**config.mk**
```make
export PLATFORM = sky130hd
export DESIGN_NAME = psone_pad_dev
export DESIGN_NICKNAME = d
export VERILOG_FILES = /design/src/rtl/psone_pkg.sv /design/src/rtl/psone_sync.sv /design/src/rtl/psone_pad_dev.sv
export SDC_FILE = /design/constraint.sdc
export NUM_CORES = 1
export LEC_CHECK = 0
export CORE_UTILIZATION = 51
export CTS_CLUSTER_DIAMETER = 40
export DETAILED_ROUTE_END_ITERATION = 10
export GPL_TIMING_DRIVEN = 0
export PLACE_DENSITY = 0.7
export SYNTH_ARGS = -nofsm -noshare
export SYNTH_HDL_FRONTEND = slang
export SYNTH_SLANG_ARGS = --single-unit
```
**constraint.sdc**
```tcl
create_clock -name iCLK -period 4.4 [get_ports iCLK]
set_input_delay 0.88 -clock iCLK [delete_from_list [all_inputs] [get_ports iCLK]]
set_output_delay 0.88 -clock iCLK [all_outputs]
set_load 0.02 [all_outputs]
```
**src/rtl/psone_pkg.sv**
```systemverilog
// Shared constants and FSM encoding for the PlayStation pad responder.
// PSONE_ANALOG_EN selects the analog ID and the 9-byte frame.
package psone_pkg;

    localparam logic [7:0] CMD_START  = 8'h01;
    localparam logic [7:0] CMD_POLL   = 8'h42;
    localparam logic [7:0] ID_DIGITAL = 8'h41;
    localparam logic [7:0] ID_ANALOG  = 8'h73;
    localparam logic [7:0] PAD_MARK   = 8'h5A;
    localparam logic [7:0] IDLE_BYTE  = 8'hFF;

`ifdef PSONE_ANALOG_EN
    localparam logic [7:0] PAD_ID   = ID_ANALOG;
    localparam logic [3:0] LAST_IDX = 4'd8;
`else
    localparam logic [7:0] PAD_ID   = ID_DIGITAL;
    localparam logic [3:0] LAST_IDX = 4'd4;
`endif

    typedef enum logic [2:0] {
        ST_IDLE,
        ST_SHIFT,
        ST_ACK_WAIT,
        ST_ACK_PULSE,
        ST_IGNORE
    } state_t;

endpackage

```
**src/rtl/psone_sync.sv**
```systemverilog
// Two-flop synchronizer with a registered edge detector.
module psone_sync
    import psone_pkg::*;
#(
    parameter logic INIT = 1'b1
) (
    input  logic iCLK,
    input  logic iRESET,
    input  logic d,
    output logic lvl,
    output logic rise,
    output logic fall
);

    logic s1;
    logic s2;
    logic s3;

    always_ff @(posedge iCLK or negedge iRESET) begin
        if (!iRESET) begin
            s1 <= INIT;
            s2 <= INIT;
            s3 <= INIT;
        end else begin
            s1 <= d;
            s2 <= s1;
            s3 <= s2;
        end
    end

    assign lvl  = s2;
    assign rise = s2 & ~s3;
    assign fall = ~s2 & s3;

endmodule

```
**src/rtl/psone_pad_dev.sv**
```systemverilog
// Pad-side responder for the PlayStation ATT/CLK/CMD/DAT/ACK link.
// Define PSONE_ANALOG_EN for analog mode (ID 0x73, iAXIS, 9-byte frame).
module psone_pad_dev
    import psone_pkg::*;
#(
    parameter int ACK_DELAY = 150,
    parameter int ACK_WIDTH = 100
) (
    input  logic        iCLK,
    input  logic        iRESET,
    input  logic        iCS,
    input  logic        iSCK,
    input  logic        iMOSI,
    input  logic [15:0] iBTN,
`ifdef PSONE_ANALOG_EN
    input  logic [31:0] iAXIS,
`endif
    output logic        oMISO,
    output logic        oACK,
    output logic        oFRAME_DONE
);

    logic cs_lvl, cs_rise, cs_fall;
    logic sck_lvl, sck_rise_raw, sck_fall_raw;
    logic mosi_lvl, mosi_rise, mosi_fall;
    logic sck_rise, sck_fall;

    psone_sync #(.INIT(1'b1)) u_cs (
        .iCLK(iCLK), .iRESET(iRESET), .d(iCS),
        .lvl(cs_lvl), .rise(cs_rise), .fall(cs_fall)
    );

    psone_sync #(.INIT(1'b1)) u_sck (
        .iCLK(iCLK), .iRESET(iRESET), .d(iSCK),
        .lvl(sck_lvl), .rise(sck_rise_raw), .fall(sck_fall_raw)
    );

    psone_sync #(.INIT(1'b1)) u_mosi (
        .iCLK(iCLK), .iRESET(iRESET), .d(iMOSI),
        .lvl(mosi_lvl), .rise(mosi_rise), .fall(mosi_fall)
    );

    logic unused_sync;
    assign unused_sync = sck_lvl ^ mosi_rise ^ mosi_fall;

    // Clock edges only count while ATT is held low
    assign sck_rise = sck_rise_raw & ~cs_lvl;
    assign sck_fall = sck_fall_raw & ~cs_lvl;

    state_t      state;
    logic [3:0]  byte_idx;
    logic [2:0]  bit_cnt;
    logic [7:0]  tx;
    logic [7:0]  rx;
    logic [15:0] cnt;
    logic [15:0] btn_q;
`ifdef PSONE_ANALOG_EN
    logic [31:0] axis_q;
`endif

    logic [3:0] nidx;
    logic [7:0] next_tx;
    logic [7:0] rx_n;

    assign nidx = byte_idx + 4'd1;
    assign rx_n = {mosi_lvl, rx[7:1]};

    always_comb begin
        next_tx = IDLE_BYTE;
        case (nidx)
            4'd1: next_tx = PAD_ID;
            4'd2: next_tx = PAD_MARK;
            4'd3: next_tx = ~btn_q[7:0];
            4'd4: next_tx = ~btn_q[15:8];
`ifdef PSONE_ANALOG_EN
            4'd5: next_tx = axis_q[7:0];
            4'd6: next_tx = axis_q[15:8];
            4'd7: next_tx = axis_q[23:16];
            4'd8: next_tx = axis_q[31:24];
`endif
            default: next_tx = IDLE_BYTE;
        endcase
    end

    always_ff @(posedge iCLK or negedge iRESET) begin
        if (!iRESET) begin
            state       <= ST_IDLE;
            byte_idx    <= 4'd0;
            bit_cnt     <= 3'd0;
            tx          <= IDLE_BYTE;
            rx          <= 8'd0;
            cnt         <= 16'd0;
            btn_q       <= 16'd0;
`ifdef PSONE_ANALOG_EN
            axis_q      <= 32'd0;
`endif
            oMISO       <= 1'b1;
            oACK        <= 1'b1;
            oFRAME_DONE <= 1'b0;
        end else begin
            oFRAME_DONE <= 1'b0;
            if (cs_rise) begin
                state    <= ST_IDLE;
                byte_idx <= 4'd0;
                bit_cnt  <= 3'd0;
                cnt      <= 16'd0;
                oMISO    <= 1'b1;
                oACK     <= 1'b1;
            end else begin
                case (state)
                    ST_IDLE: begin
                        if (cs_fall) begin
                            byte_idx <= 4'd0;
                            bit_cnt  <= 3'd0;
                            tx       <= IDLE_BYTE;
                            btn_q    <= iBTN;
`ifdef PSONE_ANALOG_EN
                            axis_q   <= iAXIS;
`endif
                            state    <= ST_SHIFT;
                        end
                    end
                    ST_SHIFT: begin
                        if (sck_fall) begin
                            oMISO <= tx[0];
                            tx    <= {1'b1, tx[7:1]};
                        end
                        if (sck_rise) begin
                            rx      <= rx_n;
                            bit_cnt <= bit_cnt + 3'd1;
                            if (bit_cnt == 3'd7) begin
                                if ((byte_idx == 4'd0 && rx_n != CMD_START) ||
                                    (byte_idx == 4'd1 && rx_n != CMD_POLL)) begin
                                    state <= ST_IGNORE;
                                    oMISO <= 1'b1;
                                end else if (byte_idx == LAST_IDX) begin
                                    oFRAME_DONE <= 1'b1;
                                    state       <= ST_IGNORE;
                                    oMISO       <= 1'b1;
                                end else begin
                                    cnt   <= 16'd0;
                                    state <= ST_ACK_WAIT;
                                end
                            end
                        end
                    end
                    ST_ACK_WAIT: begin
                        if (cnt == 16'(ACK_DELAY - 1)) begin
                            cnt   <= 16'd0;
                            oACK  <= 1'b0;
                            state <= ST_ACK_PULSE;
                        end else begin
                            cnt <= cnt + 16'd1;
                        end
                    end
                    ST_ACK_PULSE: begin
                        if (cnt == 16'(ACK_WIDTH - 1)) begin
                            cnt      <= 16'd0;
                            oACK     <= 1'b1;
                            byte_idx <= nidx;
                            tx       <= next_tx;
                            state    <= ST_SHIFT;
                        end else begin
                            cnt <= cnt + 16'd1;
                        end
                    end
                    ST_IGNORE: begin
                        oMISO <= 1'b1;
                        oACK  <= 1'b1;
                    end
                    default: state <= ST_IDLE;
                endcase
            end
        end
    end

endmodule

```
[After elaboration in Yosys (flattened, before gate mapping)]
Index checks and enable logic that the tools add are counted.
Storage, ports and cells
  register bits after elaboration: 69
  input port bits: 21
  word-level logic and storage cells: 126
Cells by class
  add/subtract/negate cells: 3
  eq/ne operators: 26
  muxes and demuxes: 47
  bitwise operators: 13
  reductions and logical operators: 19
Operators by type and width (number)
  16-bit 2-to-1 mux: 7
  16-bit one-hot mux with 3 select lines: 1
  3-bit 2-to-1 mux: 11
  8-bit one-hot mux with 4 select lines: 1
  8-bit 2-to-1 mux: 3
  8-bit one-hot mux with 3 select lines: 1
  3-bit != test, second input constant: 7
  16-bit by 1-bit adder with 16-bit output, second input constant: 1
  16-bit by 7-bit equality test with 1-bit output, second input constant: 1
  16-bit by 8-bit equality test with 1-bit output, second input constant: 1
  8-bit inverter: 2
  1-bit 2-to-1 mux: 15
  3-bit one-hot mux with 5 select lines: 1
  3-bit AND reduction: 5
  4-bit 2-to-1 mux: 3
  3-bit nonzero test: 4
  5-bit AND reduction: 2
  4-bit by 1-bit equality test with 1-bit output, second input constant: 2
  4-bit by 2-bit equality test with 1-bit output, second input constant: 2
  4-bit by 3-bit equality test with 1-bit output, second input constant: 2
  2-bit != test, second input constant: 4
  8-bit by 1-bit != test with 1-bit output, second input constant: 1
  8-bit by 7-bit != test with 1-bit output, second input constant: 1
  4-bit one-hot mux with 2 select lines: 1
  16 further kinds: 29

[Logic depth before layout (Yosys ltp)]
  depth in word-level cells: 10
  depth in mapped cells: 9
  mapped depth without buffers: 7

[Hierarchy]
From an unflattened synthesis, not the netlist that was laid out.
Second synthesis, totals
  cell total of the unflattened synthesis: 368
  area total of the unflattened synthesis: 3743.6 µm²
Modules (own cells, without submodules)
  psone_pad_dev: instances 1, cells an instance 353, area each 3462.1 µm²
  psone_sync: instances 3, cells an instance 5, area each 93.8 µm²

[Worst setup path after synthesis]
No wires, ideal clock.
  path type: flip-flop to flip-flop
  start point: register byte_idx[0]
  end point: register cnt[15]
  library setup time: 0.126 ns
  arrival: 2.088 ns
  data required time: 4.274 ns
  slack: 2.186 ns
  stages on the path, launching flop included: 8
  path buffers: 0
  path through: dfrtp_1 inv_1 ha_1 or4bb_1 o41ai_2 a2111oi_4 or2_1 a221o_1
Between the ends
  cells in the longest elaborated chain, start to end: 5
  elaborated cells between the ends (all ways): 9
  classes of those cells: eq/ne: 4; reduce/logical: 5
Ends and longest elaborated chain
  from (decl): RTL line psone_pad_dev.sv:51  | logic [3:0] byte_idx;
  from (signal assigned): RTL line psone_pad_dev.sv:160  | byte_idx <= nidx;
  4-bit by 1-bit equality test with 1-bit output / 4-bit logical NOT (equally long branches): RTL line psone_pad_dev.sv:133, psone_pad_dev.sv:132
  1-bit logical AND, on equally long branches: RTL line psone_pad_dev.sv:133, psone_pad_dev.sv:132
  1-bit logical OR: RTL line psone_pad_dev.sv:132  | if ((byte_idx == 4'd0 && rx_n != CMD_START) ||
  3-bit != test (no line)
  5-bit AND reduction (no line) *
  to (signal assigned): RTL line psone_pad_dev.sv:153  | cnt <= cnt + 16'd1;
  to (signal assigned): RTL line psone_pad_dev.sv:164  | cnt <= cnt + 16'd1;
  to (decl): RTL line psone_pad_dev.sv:55  | logic [15:0] cnt;
Every way passes the cells marked *; elsewhere a longest branch is shown, timed or not.
A chain may end at the register's enable or synchronous reset.

[Worst setup path in the final report]
  start point: register u_cs.s3
  end point: register cnt[11]
Between the ends
  cells in the longest elaborated chain, start to end: 4
  elaborated cells between the ends (all ways): 9
  classes of those cells: eq/ne: 4; mux: 1; bitwise: 2; reduce/logical: 2
Ends and longest elaborated chain
  from (decl): RTL line psone_sync.sv:17  | logic s3;
  from (signal assigned): RTL line psone_sync.sv:23  | s3 <= INIT;
  from (signal assigned): RTL line psone_sync.sv:27  | s3 <= s2;
  1-bit inverter *: RTL line psone_sync.sv:32  | assign rise = s2 & ~s3;
  1-bit bitwise AND *: RTL line psone_sync.sv:32
  3-bit != test (no line) / 4-bit nonzero test (equally long branches)
  5-bit AND reduction (no line)
Marks and branches as above.

==> impl_metrics.csv <==
group,metric,value,unit
die,pin_count,24,
min_path,hold_class,"flip-flop to flip-flop",
synthesis,avgSynthCellArea,9.89,um^2
drt,first_pass_iters,4,
synthesis,syn_nets,421,
synthesis,yosys_warnings,0,
drt,drtIter0Drc,144,
drt,viasPerCell,5.98,
sta,final.setup.tns,0,ns
sta,maxSlewViolCount,0,
drt,drc,0,
global_routing,grt.overflow.total,0,
sta,setup_slack,1.81,ns
worst_setup_path,cp_max_fo,9,
sta,slew_headroom,42.9,%
finish,nets,455,
place,place_ws,1.83,ns
sta,hold_viol,0,
outcome,status,"completed",
worst_setup_path,cp-end-kind,"flip-flop",
synthesis,synthTopCellsByArea,"dfrtp_1 (33%), dfstp_2 (12%), mux2_2 (5.9%)",
drt,ant_nets,0,
die,start_util,52.6,%
die,chipWidth,88.5,um
power_and_ir_drop,irDropWorstVdd,200,uV
worst_setup_path,start_kind,"flip-flop",
cts,numCtsBuffers,9,
cts,cts_setup_buffers,0,
synthesis,yosys-top-cells-count,"dfrtp_1 (50), nand2_1 (37), o21ai_0 (37)",
drt,num_vias,3132,
worst_setup_path,crit_arrival,2.85,ns
synthesis,syn_area,0.00382,mm^2
cts,clockRootBuffer,"clkbuf_8",
worst_setup_path,cpMaxStageDelayCell,"a2111oi_4",
global_routing,grt_pass1_wl,14400,um
finish,final-seq-area,0.00172,mm^2
sta,max_freq,0.386,GHz
worst_setup_path,cp_common_cell,"nor2_1",
power_and_ir_drop,p_per_area,443,mW/mm^2
finish,diodes,0,
cts,clockBufferDepth,2,
synthesis,synth_cells,386,
sta,worst_slew_pin_slew,0.857,ns
cts,ctsHoldBuffers,0,
worst_setup_path,cpPeakStageDelay,0.60,ns
die,die_h,88.5,um
synthesis,synth_edf_count,0,
die,die_area,0.00783,mm^2
global_routing,grt_usage,24.4,%
place,dp_hpwl,5860,um
global_routing,grt_pass1_vias,3027,
die,core,0.00725,mm^2
power_and_ir_drop,power.leakage,0.00180,uW
job,cap_violations,0,
synthesis,synth.distinct_cells,65,
synthesis,ys_ff_latch,68,
sta,fin_crit_sh,58.9,%
cts,ctsResizeCount,0,
global_routing,grt_max_degree,69,
cts,clkSlewWorstSetupHoldPaths,0.08,ns
place,place_congestion,0.834,
cts,clock_latency,0.35,ns
worst_setup_path,required,4.66,ns
worst_setup_path,cp_cell_sequence,"inv_1 -> ha_1 -> clkbuf_1 -> nor2_1 -> nand2_1 -> a2111oi_4 -> nor2_1 -> o221ai_1",
sta,finalSetupViolations,0,
finish,multiInputGateArea,0.00193,mm^2
synthesis,yosysSeqAreaShare,45.2,%
synthesis,async_flop_share,100,%
finish,drive_gt1_share,19.3,%
finish,fillers,640,
cts,cts_tree,"yes",
synthesis,synth.most_common_cell,"dfrtp_1",
sta,period_needed,2.59,ns
sta,rsz0062_at_grt,"false",
global_routing,antenna_found_initial,0,
drt,drt_wl_total,8570,um
synthesis,synthFlopType,"dfrtp_1",
drt,routedWlPerCell,16.4,um
cts,clock_sinks,68,
synthesis,netlist.top_cell.by_area,"dfrtp_1",
worst_setup_path,crit_type,"flip-flop to flip-flop",
cts,htree_levels,3,
sta,clock_skew,0.0103,ns
finish,synthToLayoutAreaGrowth,15.1,%
synthesis,yosys.area.top_type_share,32.8,%
die,rows,31,
place,port_buffers,23,
## critical path, delay by kind of cell, from the launching register on
kind	cells	cell delay [ns]
AO/OA/AOI/OAI	2	0.88
flip-flops	1	0.55
AND/OR/NAND/NOR	3	0.67
adder cells (fa/ha/maj)	1	0.16
buffers and inverters	2	0.24
## sequential cells by signal, summed over array words and instances (netlist names)
register / cells
bit_cnt: 3
btn_q: 16
byte_idx: 4
cnt: 16
oACK: 1
oFRAME_DONE: 1
oMISO: 1
rx: 7
state: 3
tx: 8
u_cs.lvl: 1
u_cs.s1: 1
u_cs.s3: 1
u_mosi.lvl: 1
u_mosi.s1: 1
u_sck.lvl: 1
u_sck.s1: 1
u_sck.s3: 1
## where the power goes
group | total (uW) | leakage, uW | internal (uW) | switching, uW
logic | 510 | 0.000839 | 228 | 283
clock network | 583 | 0.000116 | 334 | 248
registers | 852 | 0.000850 | 780 | 72.1
## through the flow
| stage | hold slack, ns | std cells | cell area, um^2 | utilization, % | power (uW) |
|---|---|---|---|---|---|
| 6_report | 0.357 | 524 | 4390 | 60.6 | 1940 |
| 5_1_grt | 0.361 | 524 | 4390 | 60.6 | 2070 |
| 4_1_cts | 0.358 | 524 | 4390 | 60.6 | 1960 |
| 3_5_place_dp | 0.347 | 508 | 4170 | 57.5 | 1370 |
| 3_3_place_gp | 0.345 | 508 | 4170 | 57.5 | 1350 |
| 2_1_floorplan | 0.345 | 386 | 3820 | - | 1220 |
## layer usage
layer	vias to the layer above	global-route usage [%]	routed length (um)
li1	1479	-	-
met1	1544	32.9	3880
met2	89	37.3	4120
met3	20	4.20	348
met4	0	14.1	217
met5	-	0	0
## logic make-up after synthesis
family | count (synthesis) | share of synthesized area (%)
compound gates | 101 | 18.5
xor+xnor | 1 | 0.230
fa+ha+maj | 14 | 4.59
buf+inv | 40 | 4.33
flops | 68 | 45.2
mux | 24 | 6.95
simple gates | 138 | 20.2
## placed cells by master, fill, tap and decap left out, types with 3 or more instances in the layout
| master | n |
|---|---|
| dfrtp_1 | 50 |
| nand2_1 | 37 |
| o21ai_0 | 37 |
| inv_1 | 22 |
| clkdlybuf4s50_1 | 22 |
| mux2_2 | 20 |
| nor2_1 | 18 |
| dfstp_2 | 18 |
| nor3_1 | 14 |
| nand3_1 | 14 |
| ha_1 | 14 |
| a21oi_1 | 12 |
| o211ai_1 | 10 |
| clkbuf_8 | 10 |
| nor2b_1 | 9 |
| clkbuf_1 | 8 |
| a31oi_1 | 8 |
| buf_2 | 7 |
| o221ai_1 | 6 |
| nand2b_1 | 5 |
| nor3b_1 | 4 |
| or3_1 | 4 |
| o21a_1 | 4 |
| nand4_1 | 4 |
| mux2i_1 | 4 |
| nor4_1 | 3 |
| and2_1 | 3 |
| a41oi_1 | 3 |
| nand4b_1 | 3 |
## area by class of cell
class	count	share of cell area, %
Clock inverter	6	1.99
Clock buffer	10	3.13
Inverter	22	1.88
Timing Repair Buffer	23	5.18
Tap cell	99	2.82
Buffer	18	1.88
Multi-Input combinational cell	278	43.9
Sequential cell	68	39.2
## final timing paths
path / startpoint / end / slack (ns) / cells past startpoint
worst max-delay path: u_cs.s3 / cnt[11] / 1.81 / 8
min in group asynchronous: iRESET / btn_q[14] / 0.62 / 1
worst max register to register: u_cs.s3 / cnt[11] / 1.81 / 8
worst min register to register: u_cs.s1 / u_cs.lvl / 0.36 / 0
worst min-delay path: u_cs.s1 / u_cs.lvl / 0.36 / 0
max in group asynchronous: iRESET / cnt[0] / 3.19 / 1
Power figures use the tool's default switching activity.
